## config.mk

```make
export PLATFORM = sky130hd
export DESIGN_NAME = ternary_adder_arbiter
export DESIGN_NICKNAME = d
export VERILOG_FILES = /design/src/rtl/ternary_pkg.sv /design/src/rtl/ternary_adder_configurable.sv /design/src/rtl/ternary_rr_arbiter.sv /design/src/rtl/ternary_adder_arbiter.sv
export SDC_FILE = /design/constraint.sdc
export NUM_CORES = 1
export LEC_CHECK = 0
export CORE_AREA = 3 3 198 200
export CTS_CLUSTER_DIAMETER = 60
export CTS_CLUSTER_SIZE = 16
export DETAILED_ROUTE_END_ITERATION = 16
export DIE_AREA = 0 0 201 203
export SYNTH_ARGS = -nofsm -noshare
export SYNTH_HDL_FRONTEND = slang
export SYNTH_SLANG_ARGS = --single-unit
```

## constraint.sdc

```tcl
create_clock -name clk -period 44.9 [get_ports clk]
set_input_delay 11.225 -clock clk [delete_from_list [all_inputs] [get_ports clk]]
set_output_delay 11.225 -clock clk [all_outputs]
set_load 0.05 [all_outputs]
```

## src/rtl/ternary_pkg.sv

```systemverilog
// Balanced-ternary base types and digit-level arithmetic helpers shared by the ternary datapath.
// Trits use a 2-bit code; the unused code 2'b10 is treated as zero by every helper.
package ternary_pkg;

    typedef logic [1:0] trit_t;

    localparam trit_t T_ZERO = 2'b00;
    localparam trit_t T_POS  = 2'b01;
    localparam trit_t T_NEG  = 2'b11;

    typedef struct packed {
        trit_t carry;
        trit_t digit;
    } trit_sum_t;

    // Carry-out of one digit position as a function of its carry-in.
    typedef struct packed {
        trit_t on_neg;
        trit_t on_zero;
        trit_t on_pos;
    } carry_map_t;

    function automatic logic signed [2:0] trit_to_int(input trit_t t);
        case (t)
            T_POS:   trit_to_int = 3'sb001;
            T_NEG:   trit_to_int = 3'sb111;
            default: trit_to_int = 3'sb000;
        endcase
    endfunction

    function automatic trit_sum_t trit_full_add(input trit_t a, input trit_t b, input trit_t c);
        logic signed [2:0] s;
        s = trit_to_int(a) + trit_to_int(b) + trit_to_int(c);
        case (s)
            3'sb101: trit_full_add = '{carry: T_NEG,  digit: T_ZERO};
            3'sb110: trit_full_add = '{carry: T_NEG,  digit: T_POS};
            3'sb111: trit_full_add = '{carry: T_ZERO, digit: T_NEG};
            3'sb001: trit_full_add = '{carry: T_ZERO, digit: T_POS};
            3'sb010: trit_full_add = '{carry: T_POS,  digit: T_NEG};
            3'sb011: trit_full_add = '{carry: T_POS,  digit: T_ZERO};
            default: trit_full_add = '{carry: T_ZERO, digit: T_ZERO};
        endcase
    endfunction

    function automatic carry_map_t carry_map_of(input trit_t a, input trit_t b);
        trit_sum_t n;
        trit_sum_t z;
        trit_sum_t p;
        n = trit_full_add(a, b, T_NEG);
        z = trit_full_add(a, b, T_ZERO);
        p = trit_full_add(a, b, T_POS);
        carry_map_of = '{on_neg: n.carry, on_zero: z.carry, on_pos: p.carry};
    endfunction

    function automatic trit_t carry_map_apply(input carry_map_t m, input trit_t c);
        case (c)
            T_NEG:   carry_map_apply = m.on_neg;
            T_POS:   carry_map_apply = m.on_pos;
            default: carry_map_apply = m.on_zero;
        endcase
    endfunction

    // Composition: carry passes through 'first' (lower digits) then 'second'.
    function automatic carry_map_t carry_map_then(input carry_map_t first, input carry_map_t second);
        carry_map_then.on_neg  = carry_map_apply(second, first.on_neg);
        carry_map_then.on_zero = carry_map_apply(second, first.on_zero);
        carry_map_then.on_pos  = carry_map_apply(second, first.on_pos);
    endfunction

endpackage

```

## src/rtl/ternary_adder_configurable.sv

```systemverilog
// Combinational balanced-ternary adder: ripple carry (USE_CLA=0) or prefix-tree lookahead (USE_CLA=1).
// Any other USE_CLA value builds the ripple form.
module ternary_adder_configurable
    import ternary_pkg::*;
#(
    parameter int WIDTH   = 27,
    parameter int USE_CLA = 0
) (
    input  trit_t [WIDTH-1:0] a,
    input  trit_t [WIDTH-1:0] b,
    input  trit_t             cin,
    output trit_t [WIDTH-1:0] sum,
    output trit_t             cout
);

    generate
        if (USE_CLA == 1) begin : g_cla
            // Kogge-Stone prefix of per-digit carry maps, then every carry resolved from cin directly.
            always_comb begin
                carry_map_t pre [WIDTH];
                trit_sum_t  r;
                trit_t      c;
                sum  = '0;
                cout = T_ZERO;
                for (int i = 0; i < WIDTH; i++) begin
                    pre[i] = carry_map_of(a[i], b[i]);
                end
                for (int l = 0; l < $clog2(WIDTH); l++) begin
                    for (int i = WIDTH - 1; i >= (1 << l); i--) begin
                        pre[i] = carry_map_then(pre[i - (1 << l)], pre[i]);
                    end
                end
                c = cin;
                for (int i = 0; i < WIDTH; i++) begin
                    r      = trit_full_add(a[i], b[i], c);
                    sum[i] = r.digit;
                    c      = carry_map_apply(pre[i], cin);
                end
                cout = c;
            end
        end else begin : g_ripple
            // Digit-serial carry chain.
            always_comb begin
                trit_sum_t r;
                trit_t     c;
                sum  = '0;
                cout = T_ZERO;
                c    = cin;
                for (int i = 0; i < WIDTH; i++) begin
                    r      = trit_full_add(a[i], b[i], c);
                    sum[i] = r.digit;
                    c      = r.carry;
                end
                cout = c;
            end
        end
    endgenerate

endmodule

```

## src/rtl/ternary_rr_arbiter.sv

```systemverilog
// Combinational round-robin grant: searches ptr, ptr+1, ... (mod N) and picks the first requester.
module ternary_rr_arbiter #(
    parameter  int N  = 4,
    localparam int IW = $clog2(N)
) (
    input  logic [N-1:0]  req,
    input  logic [IW-1:0] ptr,
    output logic [N-1:0]  grant,
    output logic [IW-1:0] grant_idx,
    output logic          any_grant
);

    // First-hit search in rotated order; the wider index absorbs the wrap for non-power-of-two N.
    always_comb begin
        logic [IW:0]   idx_w;
        logic [IW-1:0] idx;
        logic          hit;
        grant     = '0;
        grant_idx = '0;
        any_grant = 1'b0;
        for (int k = 0; k < N; k++) begin
            idx_w      = {1'b0, ptr} + (IW + 1)'(k);
            idx_w      = (idx_w >= (IW + 1)'(N)) ? (idx_w - (IW + 1)'(N)) : idx_w;
            idx        = idx_w[IW-1:0];
            hit        = !any_grant && req[idx];
            grant[idx] = grant[idx] | hit;
            grant_idx  = hit ? idx : grant_idx;
            any_grant  = any_grant | hit;
        end
    end

endmodule

```

## src/rtl/ternary_adder_arbiter.sv

```systemverilog
// Round-robin sharing of one ternary adder among NREQ clients with a registered valid/ready result.
// Define TERNARY_ARB_STATS_EN to add per-requester saturating grant counters (grant_cnt).
module ternary_adder_arbiter
    import ternary_pkg::*;
#(
    parameter  int NREQ    = 4,
    parameter  int WIDTH   = 27,
    parameter  int USE_CLA = 0,
    localparam int IDW     = $clog2(NREQ)
) (
    input  logic                        clk,
    input  logic                        rst_n,
    input  logic  [NREQ-1:0]            req_valid,
    output logic  [NREQ-1:0]            req_ready,
    input  trit_t [NREQ-1:0][WIDTH-1:0] req_a,
    input  trit_t [NREQ-1:0][WIDTH-1:0] req_b,
    input  trit_t [NREQ-1:0]            req_cin,
    output logic                        rsp_valid,
    input  logic                        rsp_ready,
    output logic  [IDW-1:0]             rsp_id,
    output trit_t [WIDTH-1:0]           rsp_sum,
    output trit_t                       rsp_cout
`ifdef TERNARY_ARB_STATS_EN
    ,
    output logic  [NREQ-1:0][15:0]      grant_cnt
`endif
);

    logic [IDW-1:0]    ptr_r;
    logic              rsp_valid_r;
    logic [IDW-1:0]    rsp_id_r;
    trit_t [WIDTH-1:0] rsp_sum_r;
    trit_t             rsp_cout_r;

    logic [NREQ-1:0]   grant_s;
    logic [IDW-1:0]    grant_idx_s;
    logic              any_grant_s;
    logic              can_accept_s;
    logic              accept_s;
    logic [IDW-1:0]    ptr_next_s;
    trit_t [WIDTH-1:0] op_a_s;
    trit_t [WIDTH-1:0] op_b_s;
    trit_t             op_cin_s;
    trit_t [WIDTH-1:0] sum_s;
    trit_t             cout_s;

    ternary_rr_arbiter #(.N(NREQ)) u_arb (
        .req       (req_valid),
        .ptr       (ptr_r),
        .grant     (grant_s),
        .grant_idx (grant_idx_s),
        .any_grant (any_grant_s)
    );

    // A held result blocks new grants unless it is consumed on this same edge.
    assign can_accept_s = !rsp_valid_r || rsp_ready;
    assign accept_s     = can_accept_s && any_grant_s;
    assign req_ready    = can_accept_s ? grant_s : '0;
    assign ptr_next_s   = (grant_idx_s == IDW'(NREQ - 1)) ? '0 : (grant_idx_s + IDW'(1));

    // Operand mux from the granted requester.
    always_comb begin
        op_a_s   = '0;
        op_b_s   = '0;
        op_cin_s = T_ZERO;
        if (any_grant_s) begin
            op_a_s   = req_a[grant_idx_s];
            op_b_s   = req_b[grant_idx_s];
            op_cin_s = req_cin[grant_idx_s];
        end else begin
            op_cin_s = T_ZERO;
        end
    end

    ternary_adder_configurable #(.WIDTH(WIDTH), .USE_CLA(USE_CLA)) u_add (
        .a    (op_a_s),
        .b    (op_b_s),
        .cin  (op_cin_s),
        .sum  (sum_s),
        .cout (cout_s)
    );

    // Round-robin pointer moves just past each accepted requester.
    always_ff @(posedge clk or negedge rst_n) begin
        if (!rst_n) begin
            ptr_r <= '0;
        end else if (accept_s) begin
            ptr_r <= ptr_next_s;
        end
    end

    // Result register; a drain without a new accept keeps the payload and clears only valid.
    always_ff @(posedge clk or negedge rst_n) begin
        if (!rst_n) begin
            rsp_valid_r <= 1'b0;
            rsp_id_r    <= '0;
            rsp_sum_r   <= '0;
            rsp_cout_r  <= T_ZERO;
        end else if (accept_s) begin
            rsp_valid_r <= 1'b1;
            rsp_id_r    <= grant_idx_s;
            rsp_sum_r   <= sum_s;
            rsp_cout_r  <= cout_s;
        end else if (rsp_ready) begin
            rsp_valid_r <= 1'b0;
        end
    end

    assign rsp_valid = rsp_valid_r;
    assign rsp_id    = rsp_id_r;
    assign rsp_sum   = rsp_sum_r;
    assign rsp_cout  = rsp_cout_r;

`ifdef TERNARY_ARB_STATS_EN
    logic [NREQ-1:0][15:0] grant_cnt_r;

    // Per-requester accept counters, saturating at all-ones.
    always_ff @(posedge clk or negedge rst_n) begin
        if (!rst_n) begin
            grant_cnt_r <= '0;
        end else begin
            for (int i = 0; i < NREQ; i++) begin
                if (accept_s && grant_s[i] && (grant_cnt_r[i] != 16'hFFFF)) begin
                    grant_cnt_r[i] <= grant_cnt_r[i] + 16'd1;
                end
            end
        end
    end

    assign grant_cnt = grant_cnt_r;
`endif

endmodule

```

==> summary.md, run 1 <==
| Metric | Value |
|---|---|
| Outcome | `finished with violations` |
| Failing checks | `negative setup slack` |
| RR Endpoint | `rsp_sum[52]$_DFFE_PN0P_` |
| Initial core utilization | `27.5%` |
| Asr flop ratio synth | `100%` |
| CP max stage cell | `fa_2` |
| Most frequent cells in the layout | `clkdlybuf4s50_1, buf_4, o21ai_0` |
| Vias per cell | `approximately 5` |
| Longest Clk Path Bufs | `2` |
| Number of global-route vias before repair | `12,100` |
| Total CTS buffers | `9` |
| Final min period | `45.50 ns` |
| Setup crit end kind | `register` |
| Hold Path Class | `register to register` |
| Syn nets | `between 1,500 and 2,000` |
| Initial DRT Pass Iterations | `5` |
| Routed Wire Length | `around 48,000 µm` |
| Fin. max-slew vios | `0` |
| Worst Hold Depth | `2` |
| Synthesized area | `around 10,000 µm²` |
| Worst slew margin | `roughly a quarter` |
| Final hold vios | `0` |
| Required time of the critical path | `around 45 ns` |
| Port Buffers | `509` |
| Min-delay src | `rsp_sum[43]$_DFFE_PN0P_` |
| Tcrit/Tclk final | `101%` |
| DRT iter0 DRCs | `approximately 530` |
| Sequential area share after synthesis | `14.8%` |
| Top Ports | `510` |
| GRT overflow | `0` |
| Antenna-violating nets left | `0` |
| Distinct cells, synth | `54` |
| Hold WS | `approximately 0.48 ns` |
| Via count | `roughly 12,000` |
| WP data arrival | `about 46 ns` |
| CTS H-tree depth | `3` |
| Fin area | `roughly 19,000 µm²` |
| Max FO, Critical Path | `6` |
| Reg2Reg Depth | `around 160` |
| Yosys reg bits | `between 60 and 70` |
| Antenna violations before repair | `4` |
| Max stage delay on crit path | `between 0.6 and 0.7 ns` |
| Die Wd | `between 200 and 250 µm` |
| CTS tree | `built` |
| WL/cell | `slightly above 20 µm` |
| DRC | `0` |
| Critical path's most frequent cell | `xnor2_2` |
| RSZ-0062 raised after global routing | `yes` |
| WHS Endpoint | `rsp_sum[43]$_DFFE_PN0P_` |
| Reg clk slew, reported paths | `0.06 ns` |
| DP Area | `~17,000 µm²` |
| Setup ws final | `-0.598 ns` |
| Commonest non-fill, non-tap cell in the layout | `clkdlybuf4s50_1` |
| Share of cells above drive strength 1 | `26.6%` |
| Die Ht | `roughly 200 µm` |
| R2R setup slack | `8.35 ns` |
| Synthesized instance count | `about 1,200` |
| Clk sinks | `between 60 and 70` |
| Max Clock Skew | `around 0.0098 ns` |
| Layout net count | `roughly 2,400` |
| Placement Setup Slack | `-2.54 ns` |
| Worst flop-to-flop path startpoint | `ptr_r[0]$_DFFE_PN0P_` |
| First-pass GRT wire length | `~70,000 µm` |
| Post-CTS Hold Buffers | `0` |
| Critical Path Start Type | `input port` |
| TNS Setup | `-2.15 ns` |
| Number of synthesized flops with an enable pin | `0` |
| Area delta synth->final | `80.4%` |
| Total core area | `approximately 38,000 µm²` |
| Final setup fails | `4` |
| Clock Latency Late Sink | `0.34 ns` |
| Cell at the root of the clock tree | `clkbuf_16` |
| DIE AREA | `slightly above 40,000 µm²` |
| HPWL after DPL | `roughly 40,000 µm` |
| Slew @ Worst Pin | `1.14 ns` |
| Total GRT Usage | `a little under a quarter` |
| Max Fclk | `22.0 MHz` |
| Largest net degree at the start of global routing | `~120` |
| Critical path type | `input port to register` |
| GPL Wtd Cong | `roughly 0.83` |
| Fill cells | `3,545` |
| Post-Syn Area per Cell | `about 8.5 µm²` |
| Max-Cap Viols | `0` |
| Ys Warns | `0` |
| Ys flop type | `dfrtp_1` |
| # rows | `between 70 and 80` |
cells in the mapped netlist (5+ instances only):
library cell	number	area (µm²)
a21boi_0	6	45.0
a21boi_1	46	345
a21o_1	106	796
a21oi_1	14	70.1
a31oi_1	7	43.8
and2_1	11	68.8
buf_1	5	18.8
buf_2	25	125
buf_6	5	56.3
clkbuf_1	51	191
clkbuf_2	6	30.0
dfrtp_1	61	1530
fa_1	54	1080
ha_1	31	388
inv_1	9	33.8
mux4_2	60	1350
nand2_1	135	507
nand2b_1	28	175
nand3_1	134	671
nor2_1	35	131
nor2b_1	6	37.5
o21ai_0	174	871
or2_2	27	169
xnor2_1	79	692
xor2_1	57	499
logic make-up after synthesis:
logic type,Yosys count,share of synthesized area (%)
xor gates and xnor gates,136,11.5
DFF,61,14.8
AOI/OAI and AO/OA,375,22.8
muxes,67,13.8
adders and majority gates,85,14.2
buffers and inverters,105,4.69
and+or+nand+nor,392,18.2
worst max-delay path: cells and delay by family:
kind	cells	cell delay (ns)
compound gates	4	0.47
simple gates	28	3.95
buf+inv	5	0.63
fa+ha+maj	53	16.37
mux	2	1.05
xor+xnor	71	11.95
per-layer routing:
layer,up-vias,share of wire (%),track usage (%)
li1,5544,-,-
met1,5633,41,28.3
met2,392,50,40.0
met3,52,5.9,4.70
met4,4,2.4,6.30
met5,-,0.056,0
what timing repair did:
| item | CTS | global route |
|---|---|---|
| setup buffers | 22 | 13 |
| gates resized for setup | 65 | 82 |
| pin swaps | 79 | 50 |
| setup endpoints to repair | 6 | 8 |
| cloned | 0 | 0 |
stage by stage:
stage	util (%)	cells
2_1_floorplan	-	1221
3_3_place_gp	46.0	2289
3_5_place_dp	46.0	2289
4_1_cts	48.0	2326
5_1_grt	49.7	2341
6_report	49.7	2341
final cells by class:
class | instances | area, µm² | share of cell area (%)
timing repair buffer | 687 | 6450 | 34.6
multi-input combinational | 1055 | 9730 | 52.1
clock buffer | 11 | 253 | 1.35
clock inverter | 5 | 25.0 | 0.134
inverter | 9 | 33.8 | 0.181
antenna | 2 | 5.00 | 0.0268
tap | 511 | 639 | 3.43
sequential | 61 | 1530 | 8.18
registers in the layout, summed over array words and instances, names as in the netlist:
register and cells:
rsp_valid 1, rsp_sum 54, ptr_r 2, rsp_id 2
rsp_cout 2
worst max path at each step:
stage	start	endpoint	slack, ns	depth (start not counted)
finish	req_valid[3]	rsp_sum[52]$_DFFE_PN0P_	-0.60	163
global placement	req_valid[3]	rsp_sum[52]$_DFFE_PN0P_	-1.37	174
floorplan	req_valid[2]	rsp_sum[52]$_DFFE_PN0P_	-0.05	169
detailed placement	req_valid[0]	rsp_sum[52]$_DFFE_PN0P_	-2.54	171
global route	req_valid[2]	rsp_sum[52]$_DFFE_PN0P_	-1.92	170
CTS	req_valid[2]	rsp_sum[52]$_DFFE_PN0P_	-0.72	163
Power of run 1 is not shown: default switching activity piles up to over one toggle a cycle in this logic, so the estimate is an artifact.
==> inputs of run 2 (changes only) <==
--- a/config.mk
+++ b/config.mk
@@ -7,7 +7,7 @@
 export LEC_CHECK = 0
 export CORE_AREA = 3 3 198 200
 export CTS_CLUSTER_DIAMETER = 60
-export CTS_CLUSTER_SIZE = 16
+export CTS_CLUSTER_SIZE = 25
 export DETAILED_ROUTE_END_ITERATION = 16
 export DIE_AREA = 0 0 201 203
 export SYNTH_ARGS = -nofsm -noshare
==> results of run 2 <==
The final DEF is identical to that of run 1; final timing and power are the same.
Power of run 2 is left out for the same reason.
==> inputs of run 3 (changes only) <==
--- a/config.mk
+++ b/config.mk
@@ -10,6 +10,7 @@
 export CTS_CLUSTER_SIZE = 25
 export DETAILED_ROUTE_END_ITERATION = 16
 export DIE_AREA = 0 0 201 203
+export SLEW_MARGIN = 20
 export SYNTH_ARGS = -nofsm -noshare
 export SYNTH_HDL_FRONTEND = slang
 export SYNTH_SLANG_ARGS = --single-unit
==> summary.md, run 3 (synthesis results as in run 1) <==
| Metric | Value |
|---|---|
| Hold Path Class | `register to register` |
| R2R setup slack | `8.38 ns (+0.03 ns)` |
| Critical Path Start Type | `input port` |
| Antenna violations before repair | `4 (unchanged)` |
| Total core area | `37,600 µm² (unchanged)` |
| RR Endpoint | `rsp_sum[52]$_DFFE_PN0P_` |
| CP max stage cell | `fa_2` |
| Most frequent cells in the layout | `clkdlybuf4s50_1, buf_4, o21ai_0` |
| Antenna-violating nets left | `0 (unchanged)` |
| Worst flop-to-flop path startpoint | `ptr_r[0]$_DFFE_PN0P_` |
| Critical path's most frequent cell | `xnor2_2` |
| Area delta synth->final | `80.5% (about the same)` |
| Port Buffers | `509 (unchanged)` |
| # rows | `71 (unchanged)` |
| Clock Latency Late Sink | `0.34 ns (about the same)` |
| DRC | `0 (unchanged)` |
| TNS Setup | `-2.06 ns (+0.0840 ns)` |
| Setup crit end | `rsp_sum[52]$_DFFE_PN0P_` |
| DRT iter0 DRCs | `517 (-2.1%)` |
| Reg clk slew, reported paths | `0.06 ns (about the same)` |
| First-pass GRT wire length | `71,100 µm (unchanged)` |
| Final setup fails | `4 (unchanged)` |
| Worst slew margin | `35.9% (+12 points)` |
| Setup ws final | `-0.574 ns (+0.0240 ns)` |
| Fin. max-slew vios | `0 (unchanged)` |
| Die Ht | `203 µm (unchanged)` |
| Final hold vios | `0 (unchanged)` |
| HPWL after DPL | `39,000 µm (unchanged)` |
| Commonest non-fill, non-tap cell in the layout | `clkdlybuf4s50_1` |
| Max stage delay on crit path | `0.61 ns (about the same)` |
| Setup crit end kind | `register` |
| GPL Wtd Cong | `0.833 (unchanged)` |
| Outcome | `finished with violations` |
| GRT overflow | `0 (unchanged)` |
| Crit path from | `req_valid[3]` |
| Total CTS buffers | `9 (unchanged)` |
| Slew @ Worst Pin | `0.962 ns (-0.179 ns)` |
| Reg2Reg Depth | `164 (unchanged)` |
| Initial DRT Pass Iterations | `4 (-1)` |
| Cell count after placement | `2,289 (unchanged)` |
| Largest net degree at the start of global routing | `117 (unchanged)` |
| Max FO, Critical Path | `6 (unchanged)` |
| Post-CTS Hold Buffers | `0 (unchanged)` |
| CTS H-tree depth | `3 (unchanged)` |
| CTS tree | `built` |
| Placement Setup Slack | `-2.54 ns (unchanged)` |
| Vias per cell | `4.97 (+0.16%)` |
| Longest Clk Path Bufs | `2 (unchanged)` |
| Layout net count | `2,355 (unchanged)` |
| Tcrit/Tclk final | `101% (about the same)` |
| Routed Wire Length | `48,500 µm (about the same)` |
| Initial core utilization | `27.5% (unchanged)` |
| Max reg flops | `54 (unchanged)` |
| Share of cells above drive strength 1 | `26.6% (unchanged)` |
| Die Wd | `201 µm (unchanged)` |
| Final cell count without fillers | `2,341 (unchanged)` |
| Top Ports | `510 (unchanged)` |
| WP data arrival | `45.67 ns (about the same)` |
| Number of global-route vias before repair | `12,100 (unchanged)` |
| Clk sinks | `61 (unchanged)` |
| Failing checks | `negative setup slack` |
| WL/cell | `20.7 µm (about the same)` |
| Cell at the root of the clock tree | `clkbuf_16` |
| Max Clock Skew | `0.00986 ns (+0.0000618 ns)` |
| Worst Hold Depth | `2 (unchanged)` |
| Critical path type | `input port to register` |
| Total GRT Usage | `22.8% (unchanged)` |
| Post-layout util | `49.7% (about the same)` |
| Max-Cap Viols | `0 (unchanged)` |
| Max Fclk | `22.0 MHz (about the same)` |
| Required time of the critical path | `45.10 ns (about the same)` |
| RSZ-0062 raised after global routing | `yes` |
| Final min period | `45.47 ns (-0.0240 ns)` |
| Via count | `11,600 (+0.16%)` |
| DIE AREA | `40,800 µm² (unchanged)` |
run 3: cell counts in the layout (fill, tap and decap cells not counted):
No cell type changed its count.
run 3: how the worst min path moves through the flow:
stage                            start                      end  slack (ns)
2_1_floorplan     ptr_r[1]$_DFFE_PN0P_     ptr_r[1]$_DFFE_PN0P_        0.73
4_1_cts        rsp_sum[43]$_DFFE_PN0P_  rsp_sum[43]$_DFFE_PN0P_        0.48
5_1_grt        rsp_sum[46]$_DFFE_PN0P_  rsp_sum[46]$_DFFE_PN0P_        0.49
3_3_place_gp   rsp_sum[14]$_DFFE_PN0P_  rsp_sum[14]$_DFFE_PN0P_        0.46
6_report       rsp_sum[43]$_DFFE_PN0P_  rsp_sum[43]$_DFFE_PN0P_        0.48
3_5_place_dp   rsp_sum[14]$_DFFE_PN0P_  rsp_sum[14]$_DFFE_PN0P_        0.47
run 3: layout make-up:
type,count,area (µm²)
fillers,3546,18900
multi-input cells,1055,9730
repair buffers,687,6460
flip-flops and latches,61,1530
well taps,511,639
clock buffers,11,253
inverters,9,33.8
clock inverters,5,25.0
diodes,2,5.00
run 3: worst max-delay path: cells and delay by family:
kind	cells	cell delay, ns
AO/OA/AOI/OAI	4	0.47
XOR/XNOR	71	11.95
adder cells (fa/ha/maj)	53	16.38
buffers and inverters	5	0.63
multiplexers	2	1.04
AND/OR/NAND/NOR	28	3.95
run 3: through the flow:
stage               cell area, µm²  hold slack (ns)
finish                       18700            0.477
global route                 18700            0.489
CTS                          18000            0.484
detailed placement           17300            0.470
global placement             17300            0.461
floorplan                    10900            0.726
run 3: what timing repair did:
item                                    in CTS  in global routing
buffers inserted                            22                 13
endpoints found under the setup margin       6                  8
gates resized for setup                     65                 82
pin swaps                                   79                 50
run 3: metal layers:
metal | vias to the layer above | part of all wire (%) | track usage (%) | wire length, µm
met3 | 53 | 5.5 | 4.70 | 2670
met4 | 4 | 2.4 | 6.30 | 1170
met5 | - | 0.056 | 0 | 27
met1 | 5671 | 42 | 28.3 | 20200
met2 | 374 | 50 | 40.0 | 24500
li1 | 5542 | - | - | -
Power of run 3 is left out for the same reason.
